## src/rtl/i2c_pkg.sv

```systemverilog
// rtl/i2c_pkg.sv - shared state encoding and defaults for the I2C bus arbiter
package i2c_pkg;

    // Arbiter FSM states, 3-bit encoding
    typedef enum logic [2:0] {
        IDLE  = 3'd0,
        ARB   = 3'd1,
        ISSUE = 3'd2,
        WAIT  = 3'd3,
        DONE  = 3'd4
    } arbState;

    localparam int DEFAULT_NUM_REQ     = 4;
    localparam int DEFAULT_DATA_WIDTH  = 8;
    localparam int DEFAULT_TIMEOUT_MAX = 4095;

endpackage

```

## src/rtl/rr_picker.sv

```systemverilog
// rtl/rr_picker.sv - combinational round-robin picker, first set req at or after ptr
module rr_picker #(
    parameter int N = 4,
    localparam int IW = (N > 1) ? $clog2(N) : 1
) (
    input  logic [N-1:0]  req,
    input  logic [IW-1:0] ptr,
    output logic [N-1:0]  grant,
    output logic [IW-1:0] index
);

    localparam int SW = IW + 1;

    logic [SW-1:0] slot;

    // Scan from the farthest slot back to ptr so the nearest set request wins last
    always_comb begin
        grant = '0;
        index = '0;
        slot  = '0;
        for (int i = N - 1; i >= 0; i--) begin
            slot = {1'b0, ptr} + SW'(i);
            if (slot >= SW'(N)) begin
                slot = slot - SW'(N);
            end
            if (req[slot[IW-1:0]]) begin
                grant                = '0;
                grant[slot[IW-1:0]]  = 1'b1;
                index                = slot[IW-1:0];
            end
        end
    end

endmodule

```

## src/rtl/i2c_bus_arbiter.sv

```systemverilog
// rtl/i2c_bus_arbiter.sv - round-robin sharing of one I2C write engine between requesters
module i2c_bus_arbiter
    import i2c_pkg::*;
#(
    parameter int NUM_REQ     = DEFAULT_NUM_REQ,
    parameter int DATA_WIDTH  = DEFAULT_DATA_WIDTH,
    parameter int TIMEOUT_MAX = DEFAULT_TIMEOUT_MAX
) (
    input  logic                          clock,
    input  logic                          Reset,
    input  logic [NUM_REQ-1:0]            Request,
    input  logic [NUM_REQ*DATA_WIDTH-1:0] RequestData,
    output logic [NUM_REQ-1:0]            Grant,
    output logic [NUM_REQ-1:0]            Done,
    output logic                          AckError,
    output logic                          Go,
    output logic [DATA_WIDTH-1:0]         WriteData,
    input  logic                          Busy,
    input  logic                          AckBit
);

    localparam int IW = (NUM_REQ > 1) ? $clog2(NUM_REQ) : 1;
    localparam int TW = $clog2(TIMEOUT_MAX + 1);
    localparam logic [TW-1:0] TIMER_LIMIT = TW'(TIMEOUT_MAX);
    localparam logic [IW-1:0] LAST_IDX    = IW'(NUM_REQ - 1);

    arbState              state;
    logic [TW-1:0]        timer;
    logic [IW-1:0]        ptr;
    logic [IW-1:0]        grantedIdx;
    logic [IW-1:0]        pickIdx;
    logic [NUM_REQ-1:0]   pickGrant;
    logic                 busyPrev;
    logic                 busyRise;

    // Only a fresh 0->1 on Busy counts as the engine accepting Go
    assign busyRise = Busy & ~busyPrev;

    rr_picker #(
        .N(NUM_REQ)
    ) picker (
        .req   (Request),
        .ptr   (ptr),
        .grant (pickGrant),
        .index (pickIdx)
    );

    // Busy history for edge detection
    always_ff @(posedge clock or posedge Reset) begin
        if (Reset) begin
            busyPrev <= 1'b0;
        end else begin
            busyPrev <= Busy;
        end
    end

    // Arbitration / handshake FSM with timer, data latch and round-robin pointer
    always_ff @(posedge clock or posedge Reset) begin
        if (Reset) begin
            state      <= IDLE;
            Grant      <= '0;
            Done       <= '0;
            AckError   <= 1'b0;
            Go         <= 1'b0;
            WriteData  <= '0;
            ptr        <= '0;
            grantedIdx <= '0;
            timer      <= '0;
        end else begin
            case (state)
                IDLE: begin
                    if (|Request) begin
                        state <= ARB;
                        timer <= '0;
                    end
                end

                ARB: begin
                    timer <= '0;
                    // Requests are level signals; if they vanished meanwhile, nobody wins
                    if (|Request) begin
                        Grant      <= pickGrant;
                        grantedIdx <= pickIdx;
                        WriteData  <= RequestData[int'(pickIdx)*DATA_WIDTH +: DATA_WIDTH];
                        Go         <= 1'b1;
                        state      <= ISSUE;
                    end else begin
                        state <= IDLE;
                    end
                end

                ISSUE: begin
                    if (busyRise) begin
                        Go    <= 1'b0;
                        timer <= '0;
                        state <= WAIT;
                    end else if (timer == TIMER_LIMIT) begin
                        Go       <= 1'b0;
                        timer    <= '0;
                        Done     <= Grant;
                        AckError <= 1'b1;
                        state    <= DONE;
                    end else begin
                        timer <= timer + 1'b1;
                    end
                end

                WAIT: begin
                    if (!Busy) begin
                        timer    <= '0;
                        Done     <= Grant;
                        AckError <= AckBit;
                        state    <= DONE;
                    end else if (timer == TIMER_LIMIT) begin
                        timer    <= '0;
                        Done     <= Grant;
                        AckError <= 1'b1;
                        state    <= DONE;
                    end else begin
                        timer <= timer + 1'b1;
                    end
                end

                DONE: begin
                    Done     <= '0;
                    AckError <= 1'b0;
                    Grant    <= '0;
                    timer    <= '0;
                    ptr      <= (grantedIdx == LAST_IDX) ? '0 : grantedIdx + 1'b1;
                    state    <= IDLE;
                end

                default: begin
                    Go       <= 1'b0;
                    Grant    <= '0;
                    Done     <= '0;
                    AckError <= 1'b0;
                    timer    <= '0;
                    state    <= IDLE;
                end
            endcase
        end
    end

endmodule

```

## config.mk

```make
export PLATFORM = sky130hd
export DESIGN_NAME = i2c_bus_arbiter
export DESIGN_NICKNAME = d
export VERILOG_FILES = /design/src/rtl/i2c_pkg.sv /design/src/rtl/rr_picker.sv /design/src/rtl/i2c_bus_arbiter.sv
export SDC_FILE = /design/constraint.sdc
export NUM_CORES = 1
export LEC_CHECK = 0
export BUFFER_PORTS_ARGS = -buffer_cell sky130_fd_sc_hd__buf_2
export CORE_MARGIN = 10
export CORE_UTILIZATION = 55
export CTS_BUF_LIST = sky130_fd_sc_hd__clkbuf_8 sky130_fd_sc_hd__clkbuf_16
export DETAILED_ROUTE_END_ITERATION = 10
export HOLD_SLACK_MARGIN = 0.03
export PLACE_DENSITY_LB_ADDON = 0.12
export SLEW_MARGIN = 20
export SYNTH_ARGS = -nofsm -noshare
export SYNTH_HDL_FRONTEND = slang
export SYNTH_SLANG_ARGS = --single-unit
```

## constraint.sdc

```tcl
create_clock -name clock -period 9.96 [get_ports clock]
set_clock_uncertainty 0.05 [all_clocks]
set_input_delay 1.992 -clock clock [delete_from_list [all_inputs] [get_ports clock]]
set_output_delay 1.992 -clock clock [all_outputs]
set_load 0.005 [all_outputs]
```

==> run summary <==
=================================================================================
Outcome                                                              complete, no violations
Proportion of synthesized chip area in sequential cells                     36.8%
Max-cap check violation count                                                   0
Area of the core                                                         4440 um2
I/O pin count                                                                  58
Drt first pass iters                                                            5
Number of different library cells in the post-synthesis netlist                48
Post-CTS Hold Buffers                                                           0
Post-route clock period utilization                                         45.3%
CTS Buf Count                                                                   5
Number of antenna violations at the first check in global routing               0
Routability congestion estimate from global placement                       0.885
Ratio of cells with drive above 1 in the final layout                       26.7%
Area enclosed by the die boundary                                        7840 um2
RSZ-0062 raised after global routing                                        false
Clock latency of the later-clocked register in the worst-skew pair         290 ps
Remaining routing DRC violations                                                0
Capturing element type of the critical path                             flip-flop
Number of flops mapped to enable cells by yosys                                 0
Count of mapped cells out of synthesis                                        278
Sum of negative setup slack                                                  0 ps
Leak pwr                                                                  1.41 nW
Worst min path class                                                      reg2reg
Final setup violating endpoints                                                 0
Largest net degree at the start of global routing                              39
Post-route worst setup slack                                              5440 ps
Leading post-synthesis cells by instance count                       dfrtp_1 (38), nor2_1 (33), nand2_1 (19), o21ai_0 (19), mux2i_1 (15)
Vias in the first global route                                              2,251
Worst slack after detailed placement                                      5290 ps
Total routing usage reported by global routing                              15.7%
Hold Fails Final Rpt                                                            0
Maximum count of clock buffers along a single path                              2
Top fanout value on the critical path                                          26
Std cell rows                                                                  24
Netlist area before placement                                            2580 um2
List of cells traversed by the critical path                         clkinv_1 -> ha_1 -> mux4_2 -> nand2b_2 -> nand2b_1 -> a22o_1 -> mux2_4 -> a221o_1
Starting Density                                                            58.2%
Biggest area consumer among synthesized cells                             dfrtp_1
Required time of the worst setup path                                   10,090 ps
Number of port buffers                                                         57
Total via count after detailed routing                                      2,257
Worst slew pin tran                                                        968 ps
Mean routed wirelength per cell                                           15.8 um
Buffers inserted by post-CTS timing repair                                      0
Fill cell count                                                               395
Clock Sinks                                                                    38
Type of the worst setup path                                              reg2reg
Largest cells by area after synthesis                                dfrtp_1 (37%), mux2i_1 (5.8%), ha_1 (4.8%)
Number of nets in the synthesized netlist                                     328
Synth async-reset ratio                                                      100%
X dimension of the die                                                    88.6 um
Grt total ovfl                                                                  0
CP startpoint kind                                                      flip-flop
Count of H-tree levels built during CTS                                         2
Die Y-Extent                                                              88.6 um
Number of warning messages in the yosys log                                     0
Root Driver                                                              clkbuf_8
Area added between synthesis and finish                                     15.4%
Final Total Pwr                                                        0.000803 W
Ratio of routed vias to standard cells                                       5.86
Maximum single-stage delay on the critical path                            980 ps
Arrival time worst endpoint                                               4650 ps
Top-area cell type share of the netlist area                                36.8%
Ant diodes                                                                      0
Final Slew Violations                                                           0
Slowest cell on the critical path                                         dfrtp_1
Power density normalized to cell area                                  269 nW/um2
First-pass GRT wire length                                              10,000 um
Post-detailed-routing wire length                                         6090 um
Detailed-placement wirelength estimate                                    4510 um
Largest vdd supply drop                                                0.000128 V
Cell with the most instances after synthesis                              dfrtp_1
Yosys reg bits                                                                 38
Fmax                                                                    0.221 GHz
Clock-pin transition on the worst setup and hold timing paths               70 ps
Worst Path Buf+Inv                                                              1
Post-synthesis area per instance                                         9.30 um2
Gate family responsible for the most delay along the worst path        flip-flops
Leading register cell type out of synthesis                               dfrtp_1
Count of antenna-violating nets left after detailed routing                     0
Clock tree from TritonCTS                                                    done
Iteration-0 DRC count of the detailed router                                  111
Tightest slew margin relative to the limit                                  35.5%
Resized cells post-CTS                                                          0
Final critical path time including I/O delays and setup                   4520 ps
Net count, final                                                              382
=================================================================================
state kept, by name, indices dropped and copies added (netlist names):
register    cells
Go              1
timer          12
grantedIdx      2
busyPrev        1
Done            4
ptr             2
Grant           4
AckError        1
WriteData       8
state           3
placed cells by master, fill, tap and decap left out, drive strengths merged, types with 6 or more instances in the layout:
cell / instances
mux2i: 15
a21oi: 11
o21ai: 19
a211oi: 8
nor2: 33
nand2: 19
nand2b: 8
inv: 7
nor2b: 14
mux2: 13
buf: 60
ha: 10
nand3: 9
clkbuf: 6
dfrtp: 38
nor3: 14
power by group:
| group | total, W | internal, W | switching [W] |
|---|---|---|---|
| registers | 0.000265 | 0.000206 | 0.0000595 |
| clock network | 0.000110 | 0.0000548 | 0.0000552 |
| logic | 0.000428 | 0.000208 | 0.000220 |
| total | 0.000803 | 0.000468 | 0.000335 |
metal layers:
layer | global-route usage [%] | part of all wire, % | vias to the layer above
met4 | 4.55 | 0.99 | 0
met2 | 25.5 | 47 | 72
met3 | 3.86 | 6.8 | 6
li1 | - | - | 1131
met5 | 0 | 0 | -
met1 | 20.2 | 45 | 1048
cell families after synthesis:
family                     after synthesis  synth area share (%)
AOI/OAI and AO/OA                       65                  17.3
DFF                                     38                  36.8
adders and majority gates               10                  4.84
muxes                                   32                  15.4
xor gates and xnor gates                 2                 0.678
and+or+nand+nor                        111                  21.4
buffers and inverters                   20                  3.58
stage by stage:
| step | hold WS (ps) | cell area (um2) | instances | util, % |
|---|---|---|---|---|
| after floorplan | 415 | 2580 | 278 | - |
| after global placement | 448 | 2890 | 377 | 65.1 |
| after CTS | 471 | 2980 | 385 | 67.1 |
| after detailed placement | 456 | 2890 | 377 | 65.1 |
| after global routing | 481 | 2980 | 385 | 67.1 |
| final | 468 | 2980 | 385 | 67.1 |
final timing paths:
kind	start	end	slack, ps	cells past startpoint
setup / recovery	ptr[0]$_DFFE_PP0N_	WriteData[6]$_DFFE_PP0P_	5440	8
setup reg to reg	ptr[0]$_DFFE_PP0N_	WriteData[6]$_DFFE_PP0P_	5440	8
hold / removal	AckError$_DFFE_PP0P_	AckError$_DFFE_PP0P_	470	2
min in group asynchronous	Reset	Go$_DFFE_PP0P_	1760	3
hold reg to reg	AckError$_DFFE_PP0P_	AckError$_DFFE_PP0P_	470	2
max in group asynchronous	Reset	Done[1]$_DFFE_PP0P_	7770	3
cell type report:
class / count / area [um2] / share of cell area [%]
Multi-Input combinational cell: 220 / 1540 / 51.7
Clock buffer: 6 / 82.6 / 2.77
Clock inverter: 2 / 8.76 / 0.294
Timing Repair Buffer: 60 / 308 / 10.3
Tap cell: 52 / 65.1 / 2.18
Sequential cell: 38 / 951 / 31.9
Inverter: 7 / 26.3 / 0.881
worst reg2reg max path, stage by stage (launching register included):
cell and delay (ps):
dfrtp_1 980, clkinv_1 600, ha_1 550, mux4_2 440, nand2b_2 240, nand2b_1 310
a22o_1 550, mux2_4 340, a221o_1 340
Power figures use the tool's default switching activity.
